`config.mk`:
```
export PLATFORM = sky130hd
export DESIGN_NAME = alu_seq
export DESIGN_NICKNAME = d
export VERILOG_FILES = /design/src/rtl/alu_seq_pkg.sv /design/src/rtl/alu_seq_mul.sv /design/src/rtl/alu_seq.sv
export SDC_FILE = /design/constraint.sdc
export NUM_CORES = 1
export LEC_CHECK = 0
export BUFFER_PORTS_ARGS = -buffer_cell sky130_fd_sc_hd__buf_2
export CAP_MARGIN = 40
export CORE_MARGIN = 4
export CORE_UTILIZATION = 55
export DETAILED_ROUTE_END_ITERATION = 10
export PLACE_DENSITY = 0.78
export SYNTH_ARGS = -nofsm -noshare
export SYNTH_HDL_FRONTEND = slang
export SYNTH_SLANG_ARGS = --single-unit
```
`constraint.sdc`:
```
create_clock -name clk -period 2.4 [get_ports clk]
set_input_delay 0.24 -clock clk [delete_from_list [all_inputs] [get_ports clk]]
set_output_delay 0.24 -clock clk [all_outputs]
set_load 0.01 [all_outputs]
```
`src/rtl/alu_seq_pkg.sv`:
```
// Shared opcode map, status flag positions and FSM encoding for the sequential ALU.
package alu_seq_pkg;

    localparam logic [3:0] OP_NOP  = 4'b0000;
    localparam logic [3:0] OP_ADD  = 4'b0001;
    localparam logic [3:0] OP_SUB  = 4'b0010;
    localparam logic [3:0] OP_AND  = 4'b0011;
    localparam logic [3:0] OP_OR   = 4'b0100;
    localparam logic [3:0] OP_NOT  = 4'b0101;
    localparam logic [3:0] OP_XOR  = 4'b0110;
    localparam logic [3:0] OP_CPL  = 4'b0111;
    localparam logic [3:0] OP_NEG  = 4'b1000;
    localparam logic [3:0] OP_ASL  = 4'b1001;
    localparam logic [3:0] OP_ASR  = 4'b1010;
    localparam logic [3:0] OP_LSL  = 4'b1011;
    localparam logic [3:0] OP_LSR  = 4'b1100;
    localparam logic [3:0] OP_ROL  = 4'b1101;
    localparam logic [3:0] OP_ROR  = 4'b1110;
    localparam logic [3:0] OP_MUL  = 4'b1111;

    localparam int F_P = 4;
    localparam int F_Z = 3;
    localparam int F_C = 2;
    localparam int F_S = 1;
    localparam int F_O = 0;

    typedef enum logic [1:0] {
        ST_IDLE = 2'd0,
        ST_MUL  = 2'd1,
        ST_DONE = 2'd2
    } state_t;

endpackage

```
`src/rtl/alu_seq_mul.sv`:
```
// Iterative shift-add unsigned multiplier: one partial-product step per clock.
module alu_seq_mul #(
    parameter int WIDTH = 8,
    parameter int CNT_W = $clog2(WIDTH) + 1
) (
    input  logic               clk,
    input  logic               rst_n,
    input  logic               start,
    input  logic [WIDTH-1:0]   a,
    input  logic [WIDTH-1:0]   b,
    output logic               done,
    output logic [2*WIDTH-1:0] product
);

    logic [WIDTH-1:0]   mcand_reg;
    logic [2*WIDTH-1:0] prod_reg;
    logic [CNT_W-1:0]   cnt_reg;
    logic [WIDTH:0]     partial;
    logic [2*WIDTH-1:0] step_next;

    // Upper half accumulates; lower half holds the remaining multiplier bits.
    always_comb begin
        partial   = {1'b0, prod_reg[2*WIDTH-1:WIDTH]}
                  + (prod_reg[0] ? {1'b0, mcand_reg} : {(WIDTH+1){1'b0}});
        step_next = {partial, prod_reg[WIDTH-1:1]};
    end

    // product is the value after this cycle's step, so it is final while done is high.
    assign product = step_next;
    assign done    = (cnt_reg == CNT_W'(1));

    always_ff @(posedge clk or negedge rst_n) begin
        if (!rst_n) begin
            mcand_reg <= '0;
            prod_reg  <= '0;
            cnt_reg   <= '0;
        end else if (start) begin
            mcand_reg <= a;
            prod_reg  <= {{WIDTH{1'b0}}, b};
            cnt_reg   <= CNT_W'(WIDTH);
        end else if (cnt_reg != '0) begin
            prod_reg  <= step_next;
            cnt_reg   <= cnt_reg - CNT_W'(1);
        end
    end

endmodule

```
`src/rtl/alu_seq.sv`:
```
// Registered WIDTH-bit ALU with valid/ready handshakes and a multi-cycle multiply.
module alu_seq
    import alu_seq_pkg::*;
#(
    parameter int WIDTH = 8,
    parameter int CNT_W = $clog2(WIDTH) + 1
) (
    input  logic             clk,
    input  logic             rst_n,
    input  logic             in_valid,
    output logic             in_ready,
    input  logic [WIDTH-1:0] iA,
    input  logic [WIDTH-1:0] iB,
    input  logic [3:0]       opCode,
    output logic             out_valid,
    input  logic             out_ready,
    output logic [WIDTH-1:0] result,
    output logic [4:0]       status
);

    state_t             state_reg;
    logic [WIDTH-1:0]   result_reg;
    logic [4:0]         status_reg;
    logic               out_valid_reg;
    logic               in_ready_reg;

    logic [WIDTH:0]     sum_ext;
    logic [WIDTH:0]     diff_ext;
    logic [WIDTH-1:0]   alu_result;
    logic               alu_c;
    logic               alu_o;
    logic [4:0]         alu_status;
    logic [4:0]         mul_status;
    logic               mul_start;
    logic               mul_done;
    logic               mul_hi;
    logic [2*WIDTH-1:0] mul_product;

    function automatic logic [4:0] make_status(input logic [WIDTH-1:0] res,
                                               input logic c, input logic o);
        logic [4:0] s;
        s      = '0;
        s[F_P] = ^res;
        s[F_Z] = (res == '0);
        s[F_C] = c;
        s[F_S] = res[WIDTH-1];
        s[F_O] = o;
        return s;
    endfunction

    always_comb begin
        sum_ext    = {1'b0, iA} + {1'b0, iB};
        diff_ext   = {1'b0, iA} - {1'b0, iB};
        alu_result = '0;
        alu_c      = 1'b0;
        alu_o      = 1'b0;
        case (opCode)
            OP_ADD: begin
                alu_result = sum_ext[WIDTH-1:0];
                alu_c      = sum_ext[WIDTH];
                alu_o      = (iA[WIDTH-1] == iB[WIDTH-1]) && (sum_ext[WIDTH-1] != iA[WIDTH-1]);
            end
            OP_SUB: begin
                alu_result = diff_ext[WIDTH-1:0];
                alu_c      = diff_ext[WIDTH];
                alu_o      = (iA[WIDTH-1] != iB[WIDTH-1]) && (diff_ext[WIDTH-1] != iA[WIDTH-1]);
            end
            OP_AND: alu_result = iA & iB;
            OP_OR:  alu_result = iA | iB;
            OP_NOT: alu_result = ~iA;
            OP_XOR: alu_result = iA ^ iB;
            OP_CPL: alu_result = ~iA;
            OP_NEG: begin
                alu_result = -iA;
                alu_o      = (iA == {1'b1, {(WIDTH-1){1'b0}}});
            end
            OP_ASL: begin
                alu_result = {iA[WIDTH-2:0], 1'b0};
                alu_c      = iA[WIDTH-1];
                alu_o      = iA[WIDTH-2] != iA[WIDTH-1];
            end
            OP_ASR: begin
                alu_result = {iA[WIDTH-1], iA[WIDTH-1:1]};
                alu_c      = iA[0];
            end
            OP_LSL: begin
                alu_result = {iA[WIDTH-2:0], 1'b0};
                alu_c      = iA[WIDTH-1];
            end
            OP_LSR: begin
                alu_result = {1'b0, iA[WIDTH-1:1]};
                alu_c      = iA[0];
            end
            OP_ROL: begin
                alu_result = {iA[WIDTH-2:0], iA[WIDTH-1]};
                alu_c      = iA[WIDTH-1];
            end
            OP_ROR: begin
                alu_result = {iA[0], iA[WIDTH-1:1]};
                alu_c      = iA[0];
            end
            default: alu_result = '0;
        endcase
        alu_status = make_status(alu_result, alu_c, alu_o);
        mul_hi     = (mul_product[2*WIDTH-1:WIDTH] != '0);
        mul_status = make_status(mul_product[WIDTH-1:0], mul_hi, mul_hi);
    end

    assign mul_start = (state_reg == ST_IDLE) && in_valid && (opCode == OP_MUL);

    alu_seq_mul #(
        .WIDTH (WIDTH),
        .CNT_W (CNT_W)
    ) u_mul (
        .clk     (clk),
        .rst_n   (rst_n),
        .start   (mul_start),
        .a       (iA),
        .b       (iB),
        .done    (mul_done),
        .product (mul_product)
    );

    always_ff @(posedge clk or negedge rst_n) begin
        if (!rst_n) begin
            state_reg     <= ST_IDLE;
            result_reg    <= '0;
            status_reg    <= '0;
            out_valid_reg <= 1'b0;
            in_ready_reg  <= 1'b1;
        end else begin
            case (state_reg)
                ST_IDLE: begin
                    if (in_valid) begin
                        in_ready_reg <= 1'b0;
                        if (opCode == OP_MUL) begin
                            state_reg <= ST_MUL;
                        end else begin
                            result_reg    <= alu_result;
                            status_reg    <= alu_status;
                            out_valid_reg <= 1'b1;
                            state_reg     <= ST_DONE;
                        end
                    end
                end
                ST_MUL: begin
                    if (mul_done) begin
                        result_reg    <= mul_product[WIDTH-1:0];
                        status_reg    <= mul_status;
                        out_valid_reg <= 1'b1;
                        state_reg     <= ST_DONE;
                    end
                end
                ST_DONE: begin
                    if (out_ready) begin
                        out_valid_reg <= 1'b0;
                        in_ready_reg  <= 1'b1;
                        state_reg     <= ST_IDLE;
                    end
                end
                default: state_reg <= ST_IDLE;
            endcase
        end
    end

    assign result    = result_reg;
    assign status    = status_reg;
    assign out_valid = out_valid_reg;
    assign in_ready  = in_ready_reg;

endmodule

```
==> impl_metrics.csv <==
group,metric,value,unit
outcome,status,"complete, but fails checks",
outcome,violations,"setup timing",
timing,drv_slew,0,
pwr,p_clk_frac,0.129,
pwr,switchingPower,1.88,mW
cts,cts.htree.levels,2,
synthesis,ys_warn_count,0,
detailed_routing,via_per_inst,6.14,
critical_path,reg2regPathDepth,13,
finish,antennaDiodeCount,0,
pwr,switching_share,0.416,
run,maxCapViolations,0,
timing,finalCritPeriodShare,1.06,
floorplanning,core,7410,um^2
detailed_routing,drt-total-wl,14800,um
floorplanning,die_h,96.1,um
worst_hold_path,holdPathEnd,"state_reg[1]",
critical_path,r2r-end,"status[0]",
synthesis,async_flop_share,1.00,
timing,slew_headroom,0.559,
synthesis,syn_nets,586,
placement,routabilityCongestion,1.09,
synthesis,synth.area.top_cells,"dfrtp_1 (25%), ha_1 (13%), a21oi_1 (4.9%), nor2_1 (4.2%), inv_1 (3.3%)",
detailed_routing,ant_nets,0,
critical_path,cp.required,2.59,ns
synthesis,synth_flop_cell,"dfrtp_1",
global_routing,overflow,0,
synthesis,yosysSeqAreaShare,0.258,
finish,drive_gt1_frac,0.392,
synthesis,synth_area,4270,um^2
synthesis,synth.avg_cell_area,8.33,um^2
cts,cts_buffers,5,
finish,design_area,5980,um^2
floorplanning,io_pins,39,
detailed_routing,dr.pass1.iters,5,
critical_path,critPathTopFamily,"compound AO/OA/AOI/OAI gates",
detailed_routing,route.detailed.drc,0,
cts,cts-root-buf,"clkbuf_8",
synthesis,yosysTopAreaCell,"dfrtp_1",
critical_path,rr_startpoint,"u_mul.prod_reg[0]",
pwr,seqPwrFrac,0.284,
global_routing,grt_pass1_wl,23000,um
global_routing,grt_max_degree,34,
floorplanning,die-area,9240,um^2
worst_hold_path,min_path_cells,2,
cts,clockBufferDepth,2,
finish,largest_register_ffs,16,
timing,setup_violations,3,
cts,cts_tree,"yes",
timing,skew,0.00955,ns
floorplanning,fp.dieW,96.1,um
synthesis,synth_cell_type_count,71,
synthesis,synth_edf_count,0,
critical_path,crit_type,"input pin to register",
cts,cts.sink_count,44,
timing,fin_ws,-0.145,ns
pwr,ir_drop,0.657,mV
placement,place_inst,747,
pwr,cellLeakagePower,2.82,nW
timing,final.setup.tns,-0.298,ns
finish,nNetsFinal,735,
critical_path,rrSetupSlack,-0.08,ns
floorplanning,start_util,0.577,
cts,clk_latency,0.30,ns
worst_hold_path,hold_class,"input pin to register",
critical_path,crit_path_max_fanout,3,
timing,rsz0062_at_grt,"yes",
detailed_routing,wire_per_inst,19.4,um
critical_path,slowest_stage,"fa_2",
critical_path,endpoint_kind,"register",
critical_path,critPathLaunchType,"input pin",
finish,nFillCells,486,
floorplanning,rows,31,
timing,tightest_slew,0.659,ns
critical_path,timing.critical_path.buf_inv,1,
pwr,intPower,2.64,mW
pwr,p_comb_frac,0.586,
worst_hold_path,min_from,"out_ready",
synthesis,synth_seq_cells,44,
critical_path,slowest_delay,0.36,ns
placement,placed_cell_area,5500,um^2
detailed_routing,first_iter_violations,307,
detailed_routing,via_count,4682,
placement,dp_hpwl,11000,um
synthesis,netlist.area_leader.share,0.252,
timing,fin_crit,2.55,ns
global_routing,grt_pass1_vias,4689,
placement,io_buffers,38,
timing,hold_violations,0,
timing,fmax,393,MHz
global_routing,antenna_found_initial,0,
cts,clkTransAtPathRegs,0.09,ns
placement,dp_slack,-0.657,ns
global_routing,globalRouteTotalUtil,0.322,
critical_path,arrival,2.73,ns
critical_path,crit_chain,"buf_12 > ha_4 > fa_2 > a21oi_2 > o21bai_1 > a211o_1 > o211ai_1 > a21oi_2 > a311oi_2 > and2_4 > ha_4 > xnor2_2 > xnor2_1 > a21oi_1 > o21ai_1",
finish,final_cells,762,
pwr,powerDensity,756,nW/um^2
synthesis,synth_cells,513,
finish,area_growth_syn_to_layout,40.0,%
timing,holdWs,0.152,ns
metal layers:
metal  up-vias  GRT usage  wire length [um]  share of wire
met5         -          0                 0              0
met4         0      0.118               566          0.038
met3        56     0.0657              1340          0.090
met2       258      0.524              6850           0.46
met1      2221      0.421              6050           0.41
li1       2147          -                 -              -
final cells by class:
| class | instances | area [um^2] | area share |
|---|---|---|---|
| repair buffers | 175 | 1250 | 0.210 |
| well taps | 99 | 124 | 0.0207 |
| inverters | 38 | 155 | 0.0260 |
| clock inverters | 3 | 47.5 | 0.00795 |
| flip-flops and latches | 44 | 1100 | 0.185 |
| clock buffers | 5 | 68.8 | 0.0115 |
| multi-input cells | 398 | 3220 | 0.539 |
worst register-to-register path, cell delays in order, from the launching register on:
cell and delay (ns):
dfrtp_2 0.47, and2_4 0.19, ha_4 0.16, inv_2 0.05, fa_2 0.23, nor2b_4 0.05, buf_4 0.13, o211ai_1 0.19
nand2_1 0.10, a31oi_2 0.17, nand4b_1 0.15, o31ai_2 0.24, buf_4 0.16, a31oi_1 0.07
repair_timing:
item,4_1_cts,5_1_grt
buffers inserted,4,2
endpoints found under the hold margin,11,0
setup endpoints to repair,5,7
pin swaps,23,22
hold buffers,1,0
gates resized for setup,31,30
gates cloned,0,0
power groups by stage:
stage               sequential, mW  clock, mW  combinational [mW]
floorplan                     1.24          0                1.50
global placement              1.25          0                2.22
detailed placement            1.27          0                2.33
CTS                           1.27      0.592                2.46
global route                  1.31      0.625                2.90
finish                        1.29      0.585                2.65
cells in the final DEF, fill, tap and decap left out, types with 10 or more instances in the layout:
cell type  count
a211oi_1      16
a21oi_1       34
buf_2         36
buf_4        135
dfrtp_1       42
ha_1          34
inv_1         33
mux2_2        10
nand2_1       35
nor2_1        47
nor3_1        14
o21ai_0       15
xnor2_1       14
worst max-delay path by stage:
stage / cells after the start / endpoint / slack (ns) / from
after floorplan: 14 / status[4] / -0.29 / iA[0]
after global placement: 15 / status[4] / -0.63 / iA[0]
after detailed placement: 15 / status[4] / -0.66 / iA[0]
after CTS: 15 / status[4] / -0.14 / iA[0]
after global routing: 12 / status[4] / -0.24 / iA[5]
final: 15 / status[4] / -0.15 / iA[0]
stage by stage:
step / utilization / total power, mW
final: 0.807 / 4.52
after global routing: 0.807 / 4.84
after CTS: 0.782 / 4.33
after detailed placement: 0.743 / 3.60
after global placement: 0.740 / 3.48
after floorplan: - / 2.74
cell usage after synthesis, types with 5 or more instances:
master	instances
and2_1	12
inv_1	38
o211ai_1	6
ha_1	46
a211oi_1	17
nor3_1	14
buf_2	12
nor2_1	48
dfrtp_1	43
o31ai_1	5
xor2_1	5
a22oi_1	5
nand3_1	9
a31oi_1	7
o21ai_0	18
a21oi_1	42
xnor2_1	16
clkbuf_1	16
nand2b_1	9
a221oi_1	7
a21o_1	7
a32oi_1	5
nor2b_1	7
nand2_1	36
mux2_2	10
cell families after synthesis:
kind of cell    after synthesis  synth area share
compound gates              158             0.260
simple gates                155             0.179
buf+inv                      71            0.0706
fa+ha+maj                    49             0.149
flops                        44             0.258
xor+xnor                     21            0.0431
mux                          15            0.0410
Power figures use the tool's default switching activity.
